[src/rtl/exc_pkg.sv]
// exc_pkg: shared cause encodings, IVT handler addresses and trap-sequencer state type
package exc_pkg;

    localparam logic [1:0] CAUSE_ILLEGAL = 2'b00;
    localparam logic [1:0] CAUSE_DIV0    = 2'b01;
    localparam logic [1:0] CAUSE_LS      = 2'b10;
    localparam logic [1:0] CAUSE_ADDR    = 2'b11;

    localparam logic [15:0] HANDLER_ILLEGAL = 16'h02BC;
    localparam logic [15:0] HANDLER_DIV0    = 16'h030C;
    localparam logic [15:0] HANDLER_LS      = 16'h02E4;
    localparam logic [15:0] HANDLER_ADDR    = 16'h0334;

    typedef enum logic [2:0] {
        S_IDLE,
        S_FLUSH,
        S_REDIRECT,
        S_HANDLER,
        S_RETURN,
        S_HALT
    } state_t;

    function automatic logic [15:0] ivt_lookup(input logic [1:0] cause);
        return cause == CAUSE_ILLEGAL ? HANDLER_ILLEGAL :
               cause == CAUSE_DIV0    ? HANDLER_DIV0    :
               cause == CAUSE_LS      ? HANDLER_LS      : HANDLER_ADDR;
    endfunction

endpackage

[src/rtl/exception_ctrl.sv]
// exception_ctrl: commit-side trap sequencer (accept -> flush -> redirect to handler -> ERET return)
// Ports:
//   clk, reset                    rising-edge clock, synchronous active-high reset
//   rob_exc_valid/cause/pc        exception reported at the ROB head
//   eret_valid                    ERET committed
//   ivt_handler_address           combinational IVT answer for ivt_rob_cause
//   ivt_rob_cause                 cause presented to the IVT (= cause_reg)
//   exc_ready                     high only in IDLE
//   flush                         pipeline/ROB flush
//   redirect_valid, redirect_pc   single-cycle fetch redirect
//   epc, cause_reg                latched exception PC and cause
//   in_handler                    handler executing
//   double_fault                  sticky, exception taken while in handler
module exception_ctrl
    import exc_pkg::*;
#(
    parameter int PC_W          = 16,
    parameter int FLUSH_CYCLES  = 2,
    parameter int RETURN_OFFSET = 4
) (
    input  logic            clk,
    input  logic            reset,
    input  logic            rob_exc_valid,
    input  logic [1:0]      rob_exc_cause,
    input  logic [PC_W-1:0] rob_exc_pc,
    input  logic            eret_valid,
    input  logic [PC_W-1:0] ivt_handler_address,
    output logic [1:0]      ivt_rob_cause,
    output logic            exc_ready,
    output logic            flush,
    output logic            redirect_valid,
    output logic [PC_W-1:0] redirect_pc,
    output logic [PC_W-1:0] epc,
    output logic [1:0]      cause_reg,
    output logic            in_handler,
    output logic            double_fault
);

    state_t          state, next_state;
    logic [3:0]      cnt;
    logic            accept;
    logic            flush_d, redirect_valid_d, in_handler_d;
    logic [PC_W-1:0] redirect_pc_d;

    assign accept        = state == S_IDLE && rob_exc_valid;
    assign exc_ready     = state == S_IDLE;
    assign ivt_rob_cause = cause_reg;

    always_ff @(posedge clk) begin
        if (reset) begin
            state          <= S_IDLE;
            cnt            <= '0;
            epc            <= '0;
            cause_reg      <= '0;
            flush          <= 1'b0;
            redirect_valid <= 1'b0;
            redirect_pc    <= '0;
            in_handler     <= 1'b0;
            double_fault   <= 1'b0;
        end else begin
            state          <= next_state;
            cnt            <= accept ? 4'(FLUSH_CYCLES) : state == S_FLUSH ? cnt - 4'd1 : cnt;
            epc            <= accept ? rob_exc_pc : epc;
            cause_reg      <= accept ? rob_exc_cause : cause_reg;
            flush          <= flush_d;
            redirect_valid <= redirect_valid_d;
            redirect_pc    <= redirect_pc_d;
            in_handler     <= in_handler_d;
            double_fault   <= double_fault | (next_state == S_HALT);
        end
    end

    // An exception in the handler beats a simultaneous ERET.
    always_comb begin
        next_state = state;
        case (state)
            S_IDLE:     next_state = rob_exc_valid ? S_FLUSH : S_IDLE;
            S_FLUSH:    next_state = cnt == 4'd1 ? S_REDIRECT : S_FLUSH;
            S_REDIRECT: next_state = S_HANDLER;
            S_HANDLER:  next_state = rob_exc_valid ? S_HALT : eret_valid ? S_RETURN : S_HANDLER;
            S_RETURN:   next_state = S_IDLE;
            S_HALT:     next_state = S_HALT;
            default:    next_state = S_IDLE;
        endcase
    end

    // Outputs are registered, so they decode the state being entered.
    always_comb begin
        flush_d          = next_state inside {S_FLUSH, S_RETURN, S_HALT};
        redirect_valid_d = next_state inside {S_REDIRECT, S_RETURN};
        in_handler_d     = next_state == S_HANDLER;
        redirect_pc_d    = next_state == S_REDIRECT ? ivt_handler_address :
                           next_state == S_RETURN   ? epc + PC_W'(RETURN_OFFSET) : '0;
    end

endmodule
[config.mk]
export PLATFORM = sky130hd
export DESIGN_NAME = exception_ctrl
export DESIGN_NICKNAME = d
export VERILOG_FILES = /design/src/rtl/exc_pkg.sv /design/src/rtl/exception_ctrl.sv
export SDC_FILE = /design/constraint.sdc
export NUM_CORES = 1
export LEC_CHECK = 0
export ABC_AREA = 1
export CELL_PAD_IN_SITES_DETAIL_PLACEMENT = 1
export CELL_PAD_IN_SITES_GLOBAL_PLACEMENT = 2
export CORE_UTILIZATION = 24
export DETAILED_ROUTE_END_ITERATION = 8
export PLACE_DENSITY = 0.8
export SLEW_MARGIN = 20
export SYNTH_ARGS = -nofsm -noshare
export SYNTH_HDL_FRONTEND = slang
export SYNTH_SLANG_ARGS = --single-unit
[constraint.sdc]
create_clock -name clk -period 2.35 [get_ports clk]
set_input_delay 0.47 -clock clk [delete_from_list [all_inputs] [get_ports clk]]
set_output_delay 0.47 -clock clk [all_outputs]
set_load 0.01 [all_outputs]
* Word-level counts from Yosys, hierarchy flattened
Index checks and enable logic that the tools add are counted.
Cells by class: $add $sub $neg 2, equality and inequality tests 10, mux-type cells 9, bitwise logic cells 1, reduce and logical (&&, ||, !) cells 6
Operator list (count):
- $mux W16 | 2
- $add A16 B3 Y16 const B | 1
- $pmux W3 S5 | 1
- $eq A3 B2 Y1 const B | 4
- $eq A3 B3 Y1 const B | 3
- $eq A3 B1 Y1 const B | 2
- $mux W2 | 3
- $mux W3 | 2
- $eq A4 B1 Y1 const B | 1
- $reduce_bool A2 Y1 | 2
- $sub A4 B1 Y4 const B | 1
- $logic_not A3 Y1 | 1
- $reduce_bool A3 Y1 | 1
- $reduce_or A2 Y1 | 1
- $logic_and A1 B1 Y1 | 1
- $mux W1 | 1
- $or A1 B1 Y1 | 1
Storage, ports and cells: register bits after elaboration 45, input port bits 38

* Logic depth before layout (Yosys ltp)
Gate-level depths: netlist (run 1).
depth after elaboration 6, depth in mapped cells 10

* Worst setup path before layout (run 1)
OpenSTA, ideal clock, no wires.
kind register to register, start point register epc[3], end point register redirect_pc[14], setup time 0.064 ns, data arrival time 1.374 ns, data required time 2.286 ns, path slack 0.912 ns, stages on the path, launching flop included 10, buffers on the path 0, path through dfxtp_1 > ha_1 > nand2_1 > nor2_1 > nand3_1 > nor3_1 > nand2_1 > nand2_1 > inv_1 > nor2_1
Between the ends: word-level cells in the longest chain between the ends 3
RTL lines:
- from (decl) | RTL line exception_ctrl.sv:33 | output logic [PC_W-1:0] epc,
- from (signal assigned) | RTL line exception_ctrl.sv:63 | epc <= accept ? rob_exc_pc : epc;
- $add A16 B3 Y16 | RTL line exception_ctrl.sv:93 | next_state == S_RETURN ? epc + PC_W'(RETURN_OFFSET) : '0;
- $mux W16 | RTL line exception_ctrl.sv:93
- $mux W16 | RTL line exception_ctrl.sv:92 | redirect_pc_d = next_state == S_REDIRECT ? ivt_handler_address :
- to (signal assigned) | RTL line exception_ctrl.sv:67 | redirect_pc <= redirect_pc_d;
- to (decl) | RTL line exception_ctrl.sv:32 | output logic [PC_W-1:0] redirect_pc,
No other way between the ends. A chain may end at the register's enable or synchronous reset.

* Worst setup path after layout (run 1)
start point register state[2], end point output exc_ready
Between the ends: word-level cells in the longest chain between the ends 1
RTL lines:
- from (decl) | RTL line exception_ctrl.sv:39 | state_t state, next_state;
- from (signal assigned) | RTL line exception_ctrl.sv:61 | state <= next_state;
- $logic_not A3 Y1 | RTL line exception_ctrl.sv:46 | assign exc_ready = state == S_IDLE;
- to (decl) | RTL line exception_ctrl.sv:29 | output logic exc_ready,
No other way between the ends.

==> flow_metrics.tcl, run 1 <==
set metrics [dict create \
    hold_depth 2 \
    power_per_cell_area_mw_per_mm2 557 \
    start_util_pct 24.8 \
    crit_path_end_kind "output pin" \
    dp_cells 467 \
    fin_area_mm2 0.00304 \
    grt_overflow 0 \
    drt-vias-per-instance 4.41 \
    cap_violations 0 \
    critPathMaxStageDelay_ns 0.58 \
    final-instance-count-excl-fill 475 \
    crit_buf_inv 1 \
    critPathRequiredTime_ns 1.88 \
    grt_pass1_wl_um 9850 \
    synth_cell_type_count 24 \
    drive_gt1_share_pct 7.03 \
    place_area_mm2 0.00295 \
    avgSynthCellArea_um2 7.10 \
    wirelength_um 6190 \
    synth_nets 330 \
    status "completed" \
    io_buffer_count 78 \
    ys_seq_elements 45 \
    rsz0062_at_grt "false" \
    die_w_um 94.5 \
    h-tree-depth 2 \
    grt_start_max_net_pins 31 \
    numClockSinks 45 \
    routedWlPerCell_um 13.0 \
    fp.dieH_um 94.5 \
    setup_ws_ns 0.345 \
    rows 33 \
    postCtsSetupRepairBufs 0 \
    syn2layout_area_growth_pct 48.2 \
    grt_pass1_vias 2000 \
    startpoint "state[2]$_SDFF_PP0_" \
    fill_cells 1048 \
    place.gp.congestion 0.757 \
    nNetsFinal 410 \
    first_iter_violations 64 \
    cpMaxStageDelayCell "clkdlybuf4s50_1" \
    hold_path_class "register to register" \
    core_area_mm2 0.00826 \
    netlist_area_mm2 0.00205 \
    grt_use_total_pct 14.3 \
    path_clk_slew_ns 0.09 \
    cts_hold_buf 0 \
    root_buffer "clkbuf_8" \
    path_cells "nor3_2 > clkdlybuf4s50_1" \
    ios 79 \
    tns_ns 0 \
    syn_inst 289 \
    cp.arrival_ns 1.53 \
    clk_latency_ns 0.30 \
    min_period_ns 2.00 \
    die_area_mm2 0.00892 \
    multiInputGateArea_um2 975 \
    worstReg2RegStart "epc[2]$_SDFFE_PP0P_" \
    setup_viol 0 \
    drc 0 \
    dpl.hpwl_um 4730 \
    finalClockSkew_ns 0.00998 \
    r2r_slack_ns 0.60 \
    diodes 0 \
    seq_area_frac_synth_pct 43.9 \
    clock_path_buffers 2 \
    regArea_um2 901 \
    worst_pin_slew_ns 0.509 \
    final_hold_viol_count 0 \
    cts_tree "done" \
    min_to "redirect_pc[1]$_SDFF_PP0_" \
    via_count 2095 \
    critPathKind "register to output pin" \
    fmaxAchievable_mhz 499 \
    drt_pre_antenna_iters 4 \
    crit_path_max_fanout 6 \
    relSlewSlack_pct 66.0 \
    top_regs "epc: 16 flops, redirect_pc: 16 flops, cnt: 4 flops" \
    cts_resized 0 \
    worst_hold_slack_ns 0.485 \
    leakage_nw 1.20 \
    antenna_found_initial 0 \
    hold_start "epc[1]$_SDFFE_PP0P_" \
    yosys_warnings 0 \
    crit_family "buffers and inverters" \
    startpoint_type "register" \
    period_share_pct 85.3 \
    max-vdd-ir-drop_mv 0.245 \
    drtAntennaViolNets 0 \
    timing.rr.end "redirect_pc[10]$_SDFF_PP0_" \
    cts_made_buffers 5 \
    dpl_worst_slack_ns 0.366 \
    ff2ff_path_depth 9 \
    maxSlewViolCount 0 \
]
-- metal layers --
layer / vias to the layer above / GRT usage [%] / wire length, um
li1: 1077 / - / -
met1: 960 / 19.4 / 2890
met2: 51 / 23.1 / 2920
met3: 7 / 2.74 / 313
met4: 0 / 4.04 / 68
met5: - / 0 / 0
-- power breakdown --
| group | switching [mW] | leakage (nW) | internal, mW |
|---|---|---|---|
| Clock | 0.272 | 0.0512 | 0.239 |
| Combinational | 0.162 | 0.777 | 0.174 |
| Sequential | 0.0450 | 0.367 | 0.803 |
| Total | 0.479 | 1.20 | 1.22 |
-- through the flow --
| stage | util (%) | total power [mW] |
|---|---|---|
| finish | 36.8 | 1.69 |
| global route | 36.8 | 1.80 |
| CTS | 36.8 | 1.73 |
| detailed placement | 35.7 | 1.21 |
| global placement | 35.7 | 1.20 |
| floorplan | - | 1.02 |
-- worst reg2reg max path, cell delays in order, from the launching register on --
cell and delay (ns):
dfxtp_1 0.44, ha_1 0.27, nand2_1 0.07, nor2_1 0.28, nand3_1 0.18, o21ai_0 0.19, nand2_1 0.10, nand2_1 0.07
nand2_1 0.05, nor2_1 0.07
-- cell usage in the layout, fill, tap and decap left out, types with 4 or more instances in the layout --
master,n
buf_4,6
xor2_1,7
o21ai_0,15
or2_2,4
inv_1,28
a21oi_1,35
dfxtp_1,45
nand3_1,19
nor2_1,33
clkdlybuf4s50_1,78
nand2_1,70
clkbuf_8,6
-- worst max-delay path by stage --
stage,end,slack [ns],depth (start not counted)
floorplan,redirect_pc[14]$_SDFF_PP0_,0.91,9
global placement,redirect_pc[9]$_SDFF_PP0_,0.41,8
detailed placement,redirect_pc[9]$_SDFF_PP0_,0.37,8
CTS,exc_ready,0.32,2
global route,exc_ready,0.29,2
finish,exc_ready,0.35,2
-- cell families after synthesis --
kind of cell / share of synthesized area, %
simple gates: 29.8
fa+ha+maj: 1.83
compound gates: 12.9
xor+xnor: 2.99
flops: 43.9
buf+inv: 8.60
-- area by class of cell --
| cell class | instances | area share [%] |
|---|---|---|
| multi-input cells | 203 | 32.0 |
| flip-flops and latches | 45 | 29.6 |
| repair buffers | 84 | 27.1 |
| well taps | 105 | 4.32 |
| inverters | 30 | 3.70 |
| clock buffers | 6 | 2.71 |
| clock inverters | 2 | 0.452 |
-- cells in the mapped netlist (all sizes together) --
cell / n / area [um2]
or2: 6 / 37.5
and3: 1 / 6.26
dfxtp: 45 / 901
o21bai: 2 / 15.0
nor3: 4 / 25.0
inv: 30 / 113
nand4: 3 / 18.8
nand2: 72 / 275
ha: 3 / 37.5
buf: 7 / 48.8
o21ai: 15 / 75.1
nor2: 36 / 153
nand3: 19 / 95.1
a21oi: 35 / 175
clkbuf: 4 / 15.0
xor2: 7 / 61.3
No activity file was read; power rests on OpenSTA's default activity.
==> run 2: changes to the inputs <==
Settings changed: ABC_AREA 1 to not set, CORE_ASPECT_RATIO set to 1.2, CORE_UTILIZATION 24 to 26, PLACE_DENSITY 0.8 to 0.81.
==> run 2 against run 1 <==
Global-route usage up 0.058 points; non-clock buffer count down 4; routed wire length down 12%; via count down 15%; register-to-register slack better by 0.13 ns; critical path type unchanged.
==> flow_metrics.tcl, run 2 <==
set metrics [dict create \
    yosysTopAreaCell "dfxtp_1" \
    numClockSinks 45 \
    crit_family "buffers and inverters" \
    async_reset_ff_share_pct 0 \
    drt_pre_antenna_iters 4 \
    grt_overflow 0 \
    synth_edf_count 0 \
    drive_gt1_share_pct 6.48 \
    maxSlewViolCount 0 \
    final_hold_viol_count 0 \
    cts_made_buffers 5 \
    setup_ws_ns 0.311 \
    synth_compound_area_share_pct 14.6 \
    die_area_mm2 0.00796 \
    cp.arrival_ns 1.57 \
    hold_path_class "register to register" \
    path_cells "nor3_4 > clkdlybuf4s50_1" \
    crit_buf_inv 1 \
    finalClockSkew_ns 0.00845 \
    grt_pass1_vias 1775 \
    power_per_cell_area_mw_per_mm2 553 \
    top_regs "epc: 16 flops, redirect_pc: 16 flops, cnt: 4 flops" \
    diodes 0 \
    yosys.area.top_type_share_pct 45.5 \
    rows 34 \
    fp.dieH_um 97.6 \
    synth_top_family_by_area "simple AND/OR/NAND/NOR gates" \
    synthSimpleGateAreaFrac_pct 24.5 \
    dpl.hpwl_um 4060 \
    start_util_pct 27.0 \
    grt_start_max_net_pins 25 \
    clk_latency_ns 0.29 \
    r2r_slack_ns 0.73 \
    core_area_mm2 0.00732 \
    root_buffer "clkbuf_8" \
    tns_ns 0 \
    grt_pass1_wl_um 8850 \
    synth_most_common_cell "dfxtp_1" \
    drtAntennaViolNets 0 \
    syn_inst 221 \
    ys_top_cells_by_count "dfxtp_1, nand2_1, a21oi_1, nor2_1" \
    seq_area_frac_synth_pct 45.5 \
    cts_tree "done" \
    status "completed" \
    cap_violations 0 \
    worst_hold_slack_ns 0.481 \
    setup_viol 0 \
    syn2layout_area_growth_pct 45.5 \
    drt-vias-per-instance 4.64 \
    antenna_found_initial 0 \
    wirelength_um 5460 \
    drc 0 \
    critPathRequiredTime_ns 1.88 \
    min_period_ns 2.04 \
    period_share_pct 86.8 \
    place.gp.congestion 0.723 \
    muxShareOfSynthArea_pct 0.506 \
    worst_pin_slew_ns 0.574 \
    dpl_worst_slack_ns 0.386 \
    yosys.area_share.adder_pct 1.90 \
    path_clk_slew_ns 0.08 \
    synthTopCellsByArea "dfxtp_1, nand2_1, a21oi_1" \
    routedWlPerCell_um 14.3 \
    synth_nets 262 \
    final_cell_mix "clkdlybuf4s50_1, dfxtp_1, nand2_1" \
    clock_path_buffers 2 \
    crit_path_end_kind "output pin" \
    fmaxAchievable_mhz 490 \
    synth-xor-area-share_pct 6.64 \
    regArea_um2 901 \
    io_buffer_count 78 \
    leakage_nw 1.08 \
    relSlewSlack_pct 61.7 \
    startpoint_type "register" \
    die_w_um 81.6 \
    h-tree-depth 2 \
    grt_use_total_pct 14.4 \
    crit_path_max_fanout 12 \
    final_common_cell "clkdlybuf4s50_1" \
    nNetsFinal 334 \
    netlist_area_mm2 0.00198 \
    critPathKind "register to output pin" \
    critPathMaxStageDelay_ns 0.57 \
    rsz0062_at_grt "false" \
    synth_cell_type_count 42 \
    first_iter_violations 105 \
    cts_hold_buf 0 \
    ios 79 \
    via_count 1779 \
    ys_seq_elements 45 \
    cpMaxStageDelayCell "clkdlybuf4s50_1" \
    postCtsSetupRepairBufs 0 \
    multiInputGateArea_um2 953 \
    yosys_warnings 0 \
    max-vdd-ir-drop_mv 0.209 \
    ys_dominant_reg_cell "dfxtp_1" \
    avgSynthCellArea_um2 8.95 \
    cts_resized 0 \
    fill_cells 861 \
]
==> run 2: area by class of cell <==
class,count,share of cell area [%]
repair buffers,80,27.6
well taps,90,3.91
multi-input cells,153,33.1
clock buffers,7,3.00
flip-flops and latches,45,31.3
inverters,8,1.04
==> run 2: through the flow <==
stage               util [%]  power, mW  cell area, um2  instances
floorplan                  -      0.986            1980        221
global placement        38.2       1.13            2790        376
detailed placement      38.2       1.13            2790        376
CTS                     39.3       1.62            2880        383
global route            39.3       1.67            2880        383
finish                  39.3       1.59            2880        383
==> run 2: per-layer routing <==
metal | global-route usage (%) | share of wire (%) | routed length, um | up-vias
met1 | 17.8 | 45 | 2450 | 818
met5 | 0 | 0 | 0 | -
li1 | - | - | - | 897
met3 | 3.38 | 6.2 | 337 | 6
met4 | 3.64 | 0.90 | 49 | 0
met2 | 24.4 | 48 | 2630 | 58
==> run 2: logic make-up after synthesis <==
kind of cell,Yosys count
AND/OR/NAND/NOR,89
AO/OA/AOI/OAI,45
flip-flops,45
buffers and inverters,23
XOR/XNOR,15
adder cells (fa/ha/maj),3
multiplexers,1
==> run 2: path summary, 6_finish.rpt <==
path	from	end	cells after the start
setup / recovery	state[1]$_SDFF_PP0_	exc_ready	2
hold / removal	cause_reg[0]$_SDFFE_PP0P_	cause_reg[0]$_SDFFE_PP0P_	2
setup reg to reg	state[1]$_SDFF_PP0_	redirect_pc[7]$_SDFF_PP0_	4
hold reg to reg	cause_reg[0]$_SDFFE_PP0P_	cause_reg[0]$_SDFFE_PP0P_	2
==> run 2: worst register-to-register path: stages, from the launching register on <==
cell     delay [ns]
dfxtp_1        0.48
nor4b_4        0.36
nand2_1        0.18
nor2_2         0.34
a22o_1         0.21
==> run 2: report_power, final <==
part / internal, mW / leakage [nW] / switching, mW
logic: 0.153 / 0.671 / 0.114
clock network: 0.234 / 0.0443 / 0.252
registers: 0.796 / 0.367 / 0.0443
total: 1.18 / 1.08 / 0.410
==> run 3: changes to the inputs <==
Settings changed: CAP_MARGIN set to 20, PLACE_DENSITY 0.81 to 0.87.
==> run 3 against run 2 <==
First-iteration DRC count down 60%; power down 1.9%; fmax down 1.4%; design area down 0.22%; register-to-register slack worse by 0.04 ns; critical endpoint unchanged.
==> flow_metrics.tcl, run 3 (synthesis gave the netlist of run 2 again) <==
set metrics [dict create \
    r2r_slack_ns 0.69 \
    rsz0062_at_grt "false" \
    drtAntennaViolNets 0 \
    tns_ns 0 \
    first_iter_violations 42 \
    grt_pass1_vias 1857 \
    final_core_util_pct 39.3 \
    final_cell_mix "clkdlybuf4s50_1, dfxtp_1, nand2_1" \
    h-tree-depth 2 \
    antenna_found_initial 0 \
    syn2layout_area_growth_pct 45.2 \
    pwr-share-comb_pct 17.1 \
    fmaxAchievable_mhz 484 \
    leakage_nw 1.08 \
    min_period_ns 2.07 \
    top_regs "epc: 16 flops, redirect_pc: 16 flops, cnt: 4 flops" \
    cts_hold_buf 0 \
    critPathKind "register to output pin" \
    ios 79 \
    root_buffer "clkbuf_8" \
    grt_use_total_pct 14.4 \
    p_sw_uw 401 \
    critPathRequiredTime_ns 1.88 \
    postCtsSetupRepairBufs 0 \
    cts_made_buffers 5 \
    clock_path_buffers 2 \
    crit_path_end_kind "output pin" \
    grt_start_max_net_pins 22 \
    intPower_mw 1.16 \
    drc 0 \
    rows 34 \
    pwr-share-seq_pct 53.9 \
    cts_resized 0 \
    p_clk_share_pct 29.0 \
    netSwitchingFraction_pct 25.7 \
    nNetsFinal 334 \
    via_count 1785 \
    final_hold_viol_count 0 \
    crit_path_max_fanout 12 \
    wirelength_um 5460 \
    path_clk_slew_ns 0.08 \
    cp.arrival_ns 1.60 \
    cap_violations 0 \
    place.gp.congestion 0.724 \
    drive_gt1_share_pct 6.12 \
    setup_viol 0 \
    numClockSinks 45 \
    die_w_um 81.6 \
    io_buffer_count 78 \
    finalClockSkew_ns 0.00464 \
    routedWlPerCell_um 14.2 \
    max-vdd-ir-drop_mv 0.277 \
    hold_path_class "register to register" \
    period_share_pct 88.0 \
    start_util_pct 27.0 \
    dpl.hpwl_um 4170 \
    grt_overflow 0 \
    final_common_cell "clkdlybuf4s50_1" \
    relSlewSlack_pct 61.4 \
    status "completed" \
    drt_pre_antenna_iters 4 \
    grt_pass1_wl_um 8760 \
    power_per_cell_area_mw_per_mm2 544 \
    fp.dieH_um 97.6 \
    startpoint_type "register" \
    diodes 0 \
    clk_latency_ns 0.29 \
    maxSlewViolCount 0 \
    drt-vias-per-instance 4.65 \
    worst_hold_slack_ns 0.485 \
    core_area_mm2 0.00732 \
    die_area_mm2 0.00796 \
    worst_pin_slew_ns 0.578 \
    cts_tree "done" \
]
## run 3: worst paths after layout
| check | depth (start not counted) | end | startpoint |
|---|---|---|---|
| worst max register to register | 4 | redirect_pc[14]$_SDFF_PP0_ | state[1]$_SDFF_PP0_ |
| worst max-delay path | 2 | exc_ready | state[1]$_SDFF_PP0_ |
| worst min register to register | 2 | cause_reg[1]$_SDFFE_PP0P_ | cause_reg[1]$_SDFFE_PP0P_ |
| worst min-delay path | 2 | cause_reg[1]$_SDFFE_PP0P_ | cause_reg[1]$_SDFFE_PP0P_ |
## run 3: power by group through the flow
stage / clock (mW) / sequential, mW / combinational [mW]
3_5_place_dp: 0 / 0.860 / 0.270
5_1_grt: 0.501 / 0.849 / 0.294
3_3_place_gp: 0 / 0.859 / 0.266
2_1_floorplan: 0 / 0.855 / 0.131
6_report: 0.453 / 0.842 / 0.267
4_1_cts: 0.475 / 0.843 / 0.272
## run 3: area by class of cell
type	instances	area [um2]
Multi-Input combinational cell	153	953
Inverter	8	30.0
Fill cell	869	4440
Tap cell	90	113
Clock buffer	8	80.1
Timing Repair Buffer	80	796
Sequential cell	45	901
## run 3: worst max-delay path, stage by stage (launching register included)
cell	delay, ns
dfxtp_1	0.49
nor3_4	0.24
clkdlybuf4s50_1	0.58
## run 3: per-layer routing
layer,track usage (%),share of wire [%]
met4,5.67,1.6
met2,25.1,50
met5,0,0
met3,2.54,4.0
met1,16.8,44
## run 3: stage by stage
step                area, um2  setup WS (ns)  power (mW)  cells
floorplan                1980          0.972       0.986    221
global placement         2790          0.426        1.12    376
detailed placement       2790          0.352        1.13    376
CTS                      2870          0.267        1.59    384
global route             2870          0.219        1.64    384
finish                   2870          0.282        1.56    384
